[config.mk]
export PLATFORM = sky130hd
export DESIGN_NAME = cordic_vector_flat
export DESIGN_NICKNAME = d
export VERILOG_FILES = /design/src/rtl/cordic_vector_pkg.sv /design/src/rtl/cordic_vector_if.sv /design/src/rtl/cordic_vector_rom.sv /design/src/rtl/cordic_vector.sv /design/src/flat_wrapper.sv
export SDC_FILE = /design/constraint.sdc
export NUM_CORES = 1
export LEC_CHECK = 0
export ABC_AREA = 1
export CAP_MARGIN = 5
export CORE_MARGIN = 8
export CORE_UTILIZATION = 35
export DETAILED_ROUTE_END_ITERATION = 10
export PLACE_DENSITY = 0.48
export SLEW_MARGIN = 5
export SYNTH_ARGS = -nofsm -noshare
export SYNTH_HDL_FRONTEND = slang
export SYNTH_SLANG_ARGS = --single-unit
[constraint.sdc]
create_clock -name clk -period 4.3 [get_ports clk]
set_input_delay 0.645 -clock clk [delete_from_list [all_inputs] [get_ports clk]]
set_output_delay 0.645 -clock clk [all_outputs]
set_load 0.005 [all_outputs]
[src/rtl/cordic_vector_pkg.sv]
// Shared CORDIC constants: Q-format widths, FSM encodings,
// arctangent table, gain constant and output saturation.
package cordic_vector_pkg;

  localparam int IO_W = 16;
  localparam int DP_W = 18;
  localparam int PR_W = 34;

  localparam logic [1:0] S_IDLE  = 2'd0;
  localparam logic [1:0] S_CALC  = 2'd1;
  localparam logic [1:0] S_SCALE = 2'd2;

  localparam logic signed [15:0] SCALE_Q7 = 16'sh004D;
  localparam logic signed [17:0] HALF_PI_Q14 = 18'sh06488;

  typedef struct packed {
    logic signed [DP_W-1:0] x;
    logic signed [DP_W-1:0] y;
    logic signed [DP_W-1:0] z;
  } cv_vec_t;

  // atan(2^-i) in Q14
  function automatic logic [15:0] atan_q14(input logic [2:0] i);
    logic [15:0] a;
    case (i)
      3'd0:    a = 16'h3244;
      3'd1:    a = 16'h1DAC;
      3'd2:    a = 16'h0FAE;
      3'd3:    a = 16'h07F5;
      3'd4:    a = 16'h03FF;
      3'd5:    a = 16'h0200;
      3'd6:    a = 16'h0100;
      default: a = 16'h0080;
    endcase
    return a;
  endfunction

  function automatic logic [15:0] sat16(
    input logic signed [PR_W-1:0] v
  );
    logic [15:0] r;
    if (v > 34'sd32767)
      r = 16'h7FFF;
    else if (v < 34'sd0)
      r = 16'h0000;
    else
      r = v[15:0];
    return r;
  endfunction

endpackage

[src/rtl/cordic_vector_if.sv]
// Request/result bundle between a client and the
// vectoring CORDIC engine.
interface cordic_vector_if;
  import cordic_vector_pkg::*;

  logic            start;
  logic [IO_W-1:0] x_i;
  logic [IO_W-1:0] y_i;
  logic [IO_W-1:0] mag_o;
  logic [IO_W-1:0] ang_o;
  logic            ready;
  logic            valid_o;

  modport master (
    output start, x_i, y_i,
    input  mag_o, ang_o, ready, valid_o
  );

  modport slave (
    input  start, x_i, y_i,
    output mag_o, ang_o, ready, valid_o
  );

endinterface

[src/rtl/cordic_vector_rom.sv]
// Combinational arctangent ROM, read by iteration index.
// Words past DEPTH read as zero.
module cordic_vector_rom
  import cordic_vector_pkg::*;
#(
  parameter int DW    = 16,
  parameter int DEPTH = 8,
  parameter int AW    = 3
) (
  input  logic          i_oe,
  input  logic [AW-1:0] i_addr,
  output logic [DW-1:0] o_data
);

  always_comb begin
    o_data = '0;
    if (i_oe && (int'(i_addr) < DEPTH))
      o_data = DW'(atan_q14(3'(i_addr)));
  end

endmodule

[src/rtl/cordic_vector.sv]
// Iterative vectoring-mode CORDIC: (x,y) Q8.7 in,
// magnitude Q8.7 and atan2 angle Q3.13 out.
module cordic_vector
  import cordic_vector_pkg::*;
#(
  parameter int ITER = 8
) (
  input  logic             clk,
  input  logic             reset_n,
  cordic_vector_if.slave   bus
);

  logic [1:0]             r_state;
  logic [2:0]             r_cnt;
  cv_vec_t                r_v;
  logic                   r_zero;
  logic [IO_W-1:0]        r_mag;
  logic [IO_W-1:0]        r_ang;
  logic                   r_ready;
  logic                   r_valid;

  logic [15:0]            w_atan;
  logic signed [DP_W-1:0] w_a;
  logic signed [DP_W-1:0] w_xi;
  logic signed [DP_W-1:0] w_yi;
  logic signed [DP_W-1:0] w_xs;
  logic signed [DP_W-1:0] w_ys;
  cv_vec_t                w_nxt;
  cv_vec_t                w_pre;
  logic signed [PR_W-1:0] w_p;

  cordic_vector_rom #(
    .DW    (16),
    .DEPTH (8),
    .AW    (3)
  ) u_rom (
    .i_oe   (1'b1),
    .i_addr (r_cnt[2:0]),
    .o_data (w_atan)
  );

  assign w_xi = {{2{bus.x_i[15]}}, bus.x_i};
  assign w_yi = {{2{bus.y_i[15]}}, bus.y_i};

  // Fold left half-plane into the right so CALC converges
  always_comb begin
    w_pre.x = w_xi;
    w_pre.y = w_yi;
    w_pre.z = '0;
    if (w_xi[DP_W-1] && !w_yi[DP_W-1]) begin
      w_pre.x = w_yi;
      w_pre.y = -w_xi;
      w_pre.z = HALF_PI_Q14;
    end else if (w_xi[DP_W-1]) begin
      w_pre.x = -w_yi;
      w_pre.y = w_xi;
      w_pre.z = -HALF_PI_Q14;
    end
  end

  always_comb begin
    w_a  = {2'b00, w_atan};
    w_xs = r_v.x >>> r_cnt;
    w_ys = r_v.y >>> r_cnt;
    if (!r_v.y[DP_W-1]) begin
      w_nxt.x = r_v.x + w_ys;
      w_nxt.y = r_v.y - w_xs;
      w_nxt.z = r_v.z + w_a;
    end else begin
      w_nxt.x = r_v.x - w_ys;
      w_nxt.y = r_v.y + w_xs;
      w_nxt.z = r_v.z - w_a;
    end
    w_p = 34'(r_v.x) * 34'(SCALE_Q7);
  end

  always_ff @(posedge clk or negedge reset_n) begin
    if (!reset_n) begin
      r_state <= S_IDLE;
      r_cnt   <= '0;
      r_v     <= '0;
      r_zero  <= 1'b0;
      r_mag   <= '0;
      r_ang   <= '0;
      r_ready <= 1'b1;
      r_valid <= 1'b0;
    end else begin
      r_valid <= 1'b0;
      case (r_state)
        S_IDLE: begin
          if (bus.start) begin
            r_ready <= 1'b0;
            r_cnt   <= '0;
            r_v     <= w_pre;
            r_zero  <= (bus.x_i == '0) &&
                       (bus.y_i == '0);
            r_state <= S_CALC;
          end
        end
        S_CALC: begin
          r_v   <= w_nxt;
          r_cnt <= r_cnt + 3'd1;
          if (r_cnt == 3'(ITER - 1))
            r_state <= S_SCALE;
        end
        S_SCALE: begin
          if (r_zero) begin
            r_mag <= '0;
            r_ang <= '0;
          end else begin
            r_mag <= sat16(w_p >>> 7);
            r_ang <= r_v.z[16:1];
          end
          r_ready <= 1'b1;
          r_valid <= 1'b1;
          r_state <= S_IDLE;
        end
        default: begin
          r_state <= S_IDLE;
          r_ready <= 1'b1;
        end
      endcase
    end
  end

  assign bus.mag_o   = r_mag;
  assign bus.ang_o   = r_ang;
  assign bus.ready   = r_ready;
  assign bus.valid_o = r_valid;

endmodule
[src/flat_wrapper.sv]
// flat-port wrapper written by rule: the top's interface ports become plain ports
module cordic_vector_flat import cordic_vector_pkg::*;
#(
  parameter int ITER = 8
)
  (clk, reset_n, bus_start, bus_x_i, bus_y_i, bus_mag_o, bus_ang_o, bus_ready, bus_valid_o);
  cordic_vector_if bus_i ();
  input  logic clk;
  input  logic reset_n;
  input wire logic [$bits(bus_i.start)-1:0] bus_start;
  input wire logic [$bits(bus_i.x_i)-1:0] bus_x_i;
  input wire logic [$bits(bus_i.y_i)-1:0] bus_y_i;
  output wire logic [$bits(bus_i.mag_o)-1:0] bus_mag_o;
  output wire logic [$bits(bus_i.ang_o)-1:0] bus_ang_o;
  output wire logic [$bits(bus_i.ready)-1:0] bus_ready;
  output wire logic [$bits(bus_i.valid_o)-1:0] bus_valid_o;
  assign bus_i.start = bus_start;
  assign bus_i.x_i = bus_x_i;
  assign bus_i.y_i = bus_y_i;
  assign bus_mag_o = bus_i.mag_o;
  assign bus_ang_o = bus_i.ang_o;
  assign bus_ready = bus_i.ready;
  assign bus_valid_o = bus_i.valid_o;
  cordic_vector #(.ITER(ITER)) u_core (.clk(clk), .reset_n(reset_n), .bus(bus_i));
endmodule
After elaboration in Yosys (flattened, before gate mapping):

Index checks and enable logic that the tools add are counted.

* input port bits: 35
* word-level logic and storage cells: 66
* flip-flop bits (word level): 94

* equality and inequality tests: 11
* $mul: 1
* reduce and logical (&&, ||, !) cells: 12
* shifts and indexed selects: 2
* order comparisons: 2
* add/sub/neg operators: 9
* muxes and demuxes: 18
* bitwise operators: 1

Operator list (count)
* 54-bit 2-to-1 mux: 4
* 54-bit one-hot mux with 2 select lines: 1
* 14-bit one-hot mux with 7 select lines: 1
* 16-bit 2-to-1 mux: 4
* 18-bit adder: 2
* 16-bit negator with 18-bit output: 2
* 18-bit by 3-bit >>> shifter with 18-bit output: 2
* 18-bit subtractor: 2
* 16-bit zero test: 2
* 18-bit by 8-bit multiplier with 26-bit output, second input constant: 1
* 19-bit by 16-bit > comparator with 1-bit output, second input constant: 1
* 19-bit by 1-bit less-than comparator with 1-bit output, second input constant: 1
* 18-bit by 15-bit adder with 18-bit output: 1
* 18-bit by 15-bit subtractor with 18-bit output: 1
* 3-bit equality test, second input constant: 4
* 2-bit AND reduction: 4
* 3-bit by 2-bit equality test with 1-bit output, second input constant: 2
* 3-bit one-hot mux with 2 select lines: 1
* 2-bit 2-to-1 mux: 2
* 2-bit one-hot mux with 2 select lines: 1
* 3-bit by 1-bit adder with 3-bit output, second input constant: 1
* 3-bit by 1-bit equality test with 1-bit output, second input constant: 1
* 3-bit zero test: 1
* 3-bit 2-to-1 mux: 1
* 11 further kinds: 13

Depth between registers and ports, before layout:

* word-level depth: 5
* mapped depth: 28
* depth with buffers taken out: 28

Modules after synthesis:

From an unflattened synthesis, not the netlist that was laid out.

* cells, all modules: 1984
* area total of the unflattened synthesis: 13016.2 um^2

By module, submodules not included
* cordic_vector: cells each 1944, area each 12823.5 um^2, instances 1
* cordic_vector_rom: cells each 40, area each 192.7 um^2, instances 1

Worst setup path before layout:

Ideal clock, no wire load.

* path type: register to register
* start: reg u_core.r_v[53] (netlist bit)
* end: reg u_core.r_mag[12] (netlist: u_core.bus.mag_o[12])
* library setup time: 0.116 ns
* stages on the path, launching flop included: 22
* data required time: 4.184 ns
* arrival time: 3.657 ns
* slack: 0.526 ns
* cell sequence: dfrtp_1 -> ha_1 -> inv_1 -> ha_1 -> fa_1 -> inv_1 -> fa_1 -> inv_1 -> ha_1 -> nand2_1 -> nor2_1 -> nand2_1 -> nor2_1 -> nand2_1 -> nand3_1 -> nand2_1 -> nand2_1 -> inv_2 -> nor2_4 -> nand2_1 -> nand2_1 -> nand2_1

* longest elaborated chain between the ends: 5
* elaborated cells between the ends (all ways): 6
* classes of those cells: mul (1); order compare (2); mux (3)

RTL lines
* start, declared: RTL line cordic_vector.sv:15 `cv_vec_t r_v;`
* start signal, assigned: RTL line cordic_vector.sv:94 `r_v <= w_pre;`
* start signal, assigned: RTL line cordic_vector.sv:101 `r_v <= w_nxt;`
* 18-bit by 8-bit multiplier with 26-bit output *: RTL line cordic_vector.sv:74 `w_p = 34'(r_v.x) * 34'(SCALE_Q7);`
* 19-bit by 1-bit less-than comparator with 1-bit output: RTL line cordic_vector_pkg.sv:44 `else if (v < 34'sd0)`
* 16-bit 2-to-1 mux: RTL line cordic_vector_pkg.sv:44
* 16-bit 2-to-1 mux *: RTL line cordic_vector_pkg.sv:42 `if (v > 34'sd32767)`
* 16-bit 2-to-1 mux *: RTL line cordic_vector.sv:107 `if (r_zero) begin`
* end signal, assigned: RTL line cordic_vector.sv:111 `r_mag <= sat16(w_p >>> 7);`
* end, declared: RTL line cordic_vector.sv:17 `logic [IO_W-1:0] r_mag;`

Every way passes the cells marked *; elsewhere a longest branch is shown, timed or not.
A chain may end at the register's enable or synchronous reset.

Worst setup path in the final report:

* start: reg u_core.r_v[52] (netlist bit)
* end: reg u_core.r_mag[12] (netlist: u_core.bus.mag_o[12])

Same word-level chain as after synthesis.

==> reports/results.ini <==
[status]
status = finished clean

[job]
maxCapViolations = 0

[layout]
fin_area_sq_um = 14300
fillCellCount = 3854
syn2layout_area_growth_pct = 14.7
fin_nets = 2199
drive_gt1_share_pct = 7.24
n_antenna_cell = 0

[drt]
antenna_left = 0
drt_wl_total_mm = 43.9
vias = 12847
firstDrtPassIters = 7
drt_iter0_markers = 820
wl_per_cell_um = 17.8
drc_errors = 0
vias_per_cell = 5.21

[critical_path]
critPathTopFamily = adder cells
worstSetupEndpointType = flop
critPathMaxStageDelay_ns = 0.54
rr_worst_depth = 19
crit_slowest_cell = fa_1
path_max_fanout = 6
reg2reg_from = u_core.r_v[52]$_DFFE_PN0P_
worstSetupPathType = flop to flop
endpoint = u_core.bus.mag_o[12]$_DFFE_PN0P_
crit_chain = buf_4, ha_1, ha_1, fa_1, inv_1, fa_1, inv_1, ha_2, nand2_1, nor3_4, nand3_2, nand3_1, nand2_1, nand2_1, nand2_2, nor2_4, nand2_1, nand2_1, nand2_1
cp_num_buf_inv = 3
cp-start-kind = flop
required_ns = 4.56
cp_data_arrival_time_ns = 4.27
startpoint = u_core.r_v[52]$_DFFE_PN0P_
reg2reg_to = u_core.bus.mag_o[12]$_DFFE_PN0P_
critPathMostFrequentCell = nand2_1
cp.depth = 19
r2r_slack_ns = 0.29

[logic_synthesis]
yosys-top-cells-count = 513 x nand2_1, 259 x inv_1, 188 x nand3_1, 132 x ha_1, 126 x o21ai_0
yosysUniqueCellTypes = 50
syn_area_per_cell_sq_um = 6.51
seq_area_frac_synth_pct = 18.7
synth_top_area_cell = dfrtp_1
synth-seq-cells = 93
synth_flop_cell = dfrtp_1
synthArstFlopShare_pct = 100
synth.area.top_cells = dfrtp_1 18%, nand2_1 15%, ha_1 13%
synth_edf_count = 0
yosys_warnings = 0
synthesis.area_sq_um = 12500
synthDominantCellAreaShare_pct = 18.4
syn_inst = 1919
synth_nets = 2120
synth_most_common_cell = nand2_1

[sta]
slew_violations = 0
tightest_slew_ns = 1.02
worst_slack_ns = 0.290
finalClockSkew_ns = 0.0127
setup_viol = 0
max_freq_ghz = 0.249
finalCriticalPeriod_ns = 4.01
rsz0062_at_grt = no
period_share_pct = 93.3
finalHoldViolations = 0
maxSlewHeadroom_pct = 32.1

[cts]
cts.clk_slew.worst_paths_ns = 0.07
worstSkewPairLatency_ns = 0.38
htree_levels = 3
tritoncts = built
cts.sinks = 93
clock_path_buffers = 2
cts_inserted_buffers = 9
root_buffer = clkbuf_16

[die]
die_y_um = 205
io_pins = 69
dieArea_sq_um = 42000
fp.coreArea_sq_um = 35300
rows = 69
initial_core_util_pct = 35.4
die_x_um = 205

[placement]
preCtsSetupSlack_ns = -0.00259
hpwl_mm = 35.7
placed_area_sq_um = 13900
place_congestion = 0.895
port_buffers = 68

[global_routing]
antenna_found_initial = 0
grt_start_max_net_pins = 52
grt_usage_pct = 21.0
grt_pass1_vias = 12730
grt_overflow = 0
grt_first_pass_wirelength_mm = 69.8

[worst_hold_path]
hp-class = input pin to async pin

state kept, by name, indices dropped and copies added, names as in the netlist:
name	cells
u_core.r_zero	1
u_core.r_state	2
u_core.bus.ang_o	16
u_core.bus.valid_o	1
u_core.bus.ready	1
u_core.bus.mag_o	16
u_core.r_cnt	3
u_core.r_v	53
worst min-delay path by stage:
stage,from,end,slack (ns)
after floorplan,reset_n,u_core.bus.ang_o[0]$_DFFE_PN0P_,0.35
final,reset_n,u_core.bus.mag_o[2]$_DFFE_PN0P_,0.32
after global placement,u_core.bus.mag_o[0]$_DFFE_PN0P_,u_core.bus.mag_o[0]$_DFFE_PN0P_,0.46
after detailed placement,u_core.bus.mag_o[9]$_DFFE_PN0P_,u_core.bus.mag_o[9]$_DFFE_PN0P_,0.47
after CTS,reset_n,u_core.bus.mag_o[2]$_DFFE_PN0P_,0.35
after global routing,reset_n,u_core.bus.mag_o[7]$_DFFE_PN0P_,0.37
cell usage in the layout (no fill, tap or decap), drive strengths merged, types with 2 or more instances in the layout:
master and n:
a2bb2oi 10, clkinv 6, xnor2 25, o21ai 134, a221oi 4, and2 2
o21bai 8, a22o 2, a21o 9, nand3b 8, o211ai 11, a21oi 119
nor3 16, dfrtp 92, fa 34, o31ai 6, a211oi 6, nand3 189
nand4 20, a31oi 9, o221ai 9, o2111ai 3, clkinvlp 2, xor2 45
or2 6, nor4 3, a21boi 12, buf 57, ha 132, a22oi 8
clkbuf 10, mux2i 2, nor2 139, nand2 514, inv 272, clkdlybuf4s50 67
o22ai 7
repair_timing:
action                                  CTS  global route
endpoints found under the setup margin    0            22
resized for setup                         0            45
hold buffers                              0             0
buffers inserted                          0             4
routing by layer:
metal | vias up | share of wire (%) | GRT usage (%)
li1 | 6499 | - | -
met1 | 5958 | 46 | 27.2
met2 | 322 | 47 | 36.0
met3 | 68 | 3.6 | 2.39
met4 | 0 | 3.0 | 6.97
met5 | - | 0 | 0
per-stage QoR:
stage / utilization [%] / hold WS (ns) / setup TNS (ns) / instances
2_1_floorplan: - / 0.349 / 0 / 1919
3_3_place_gp: 39.3 / 0.461 / 0 / 2443
3_5_place_dp: 39.3 / 0.468 / -0.00259 / 2443
4_1_cts: 40.1 / 0.347 / 0 / 2459
5_1_grt: 40.6 / 0.375 / 0 / 2464
6_report: 40.6 / 0.316 / 0 / 2464
cells by family (layout without fill, tap and decap cells):
family | after synthesis | after routing | synth area share [%]
muxes | 2 | 2 | 0.160
AOI/OAI and AO/OA | 361 | 361 | 16.9
and+or+nand+nor | 896 | 897 | 30.3
DFF | 93 | 93 | 18.7
xor gates and xnor gates | 70 | 70 | 4.91
adders and majority gates | 166 | 166 | 18.7
buffers and inverters | 331 | 414 | 10.4
cell type report:
class / instances / area [sq um] / share of cell area [%]
clock buffers: 10 / 229 / 1.60
clock inverters: 6 / 46.3 / 0.323
inverters: 274 / 1030 / 7.21
multi-input cells: 1496 / 8990 / 62.7
flip-flops and latches: 93 / 2340 / 16.3
well taps: 461 / 577 / 4.03
repair buffers: 124 / 1110 / 7.76
Power is not shown: default switching activity piles up to over one toggle a cycle in this logic, so the estimate is an artifact.
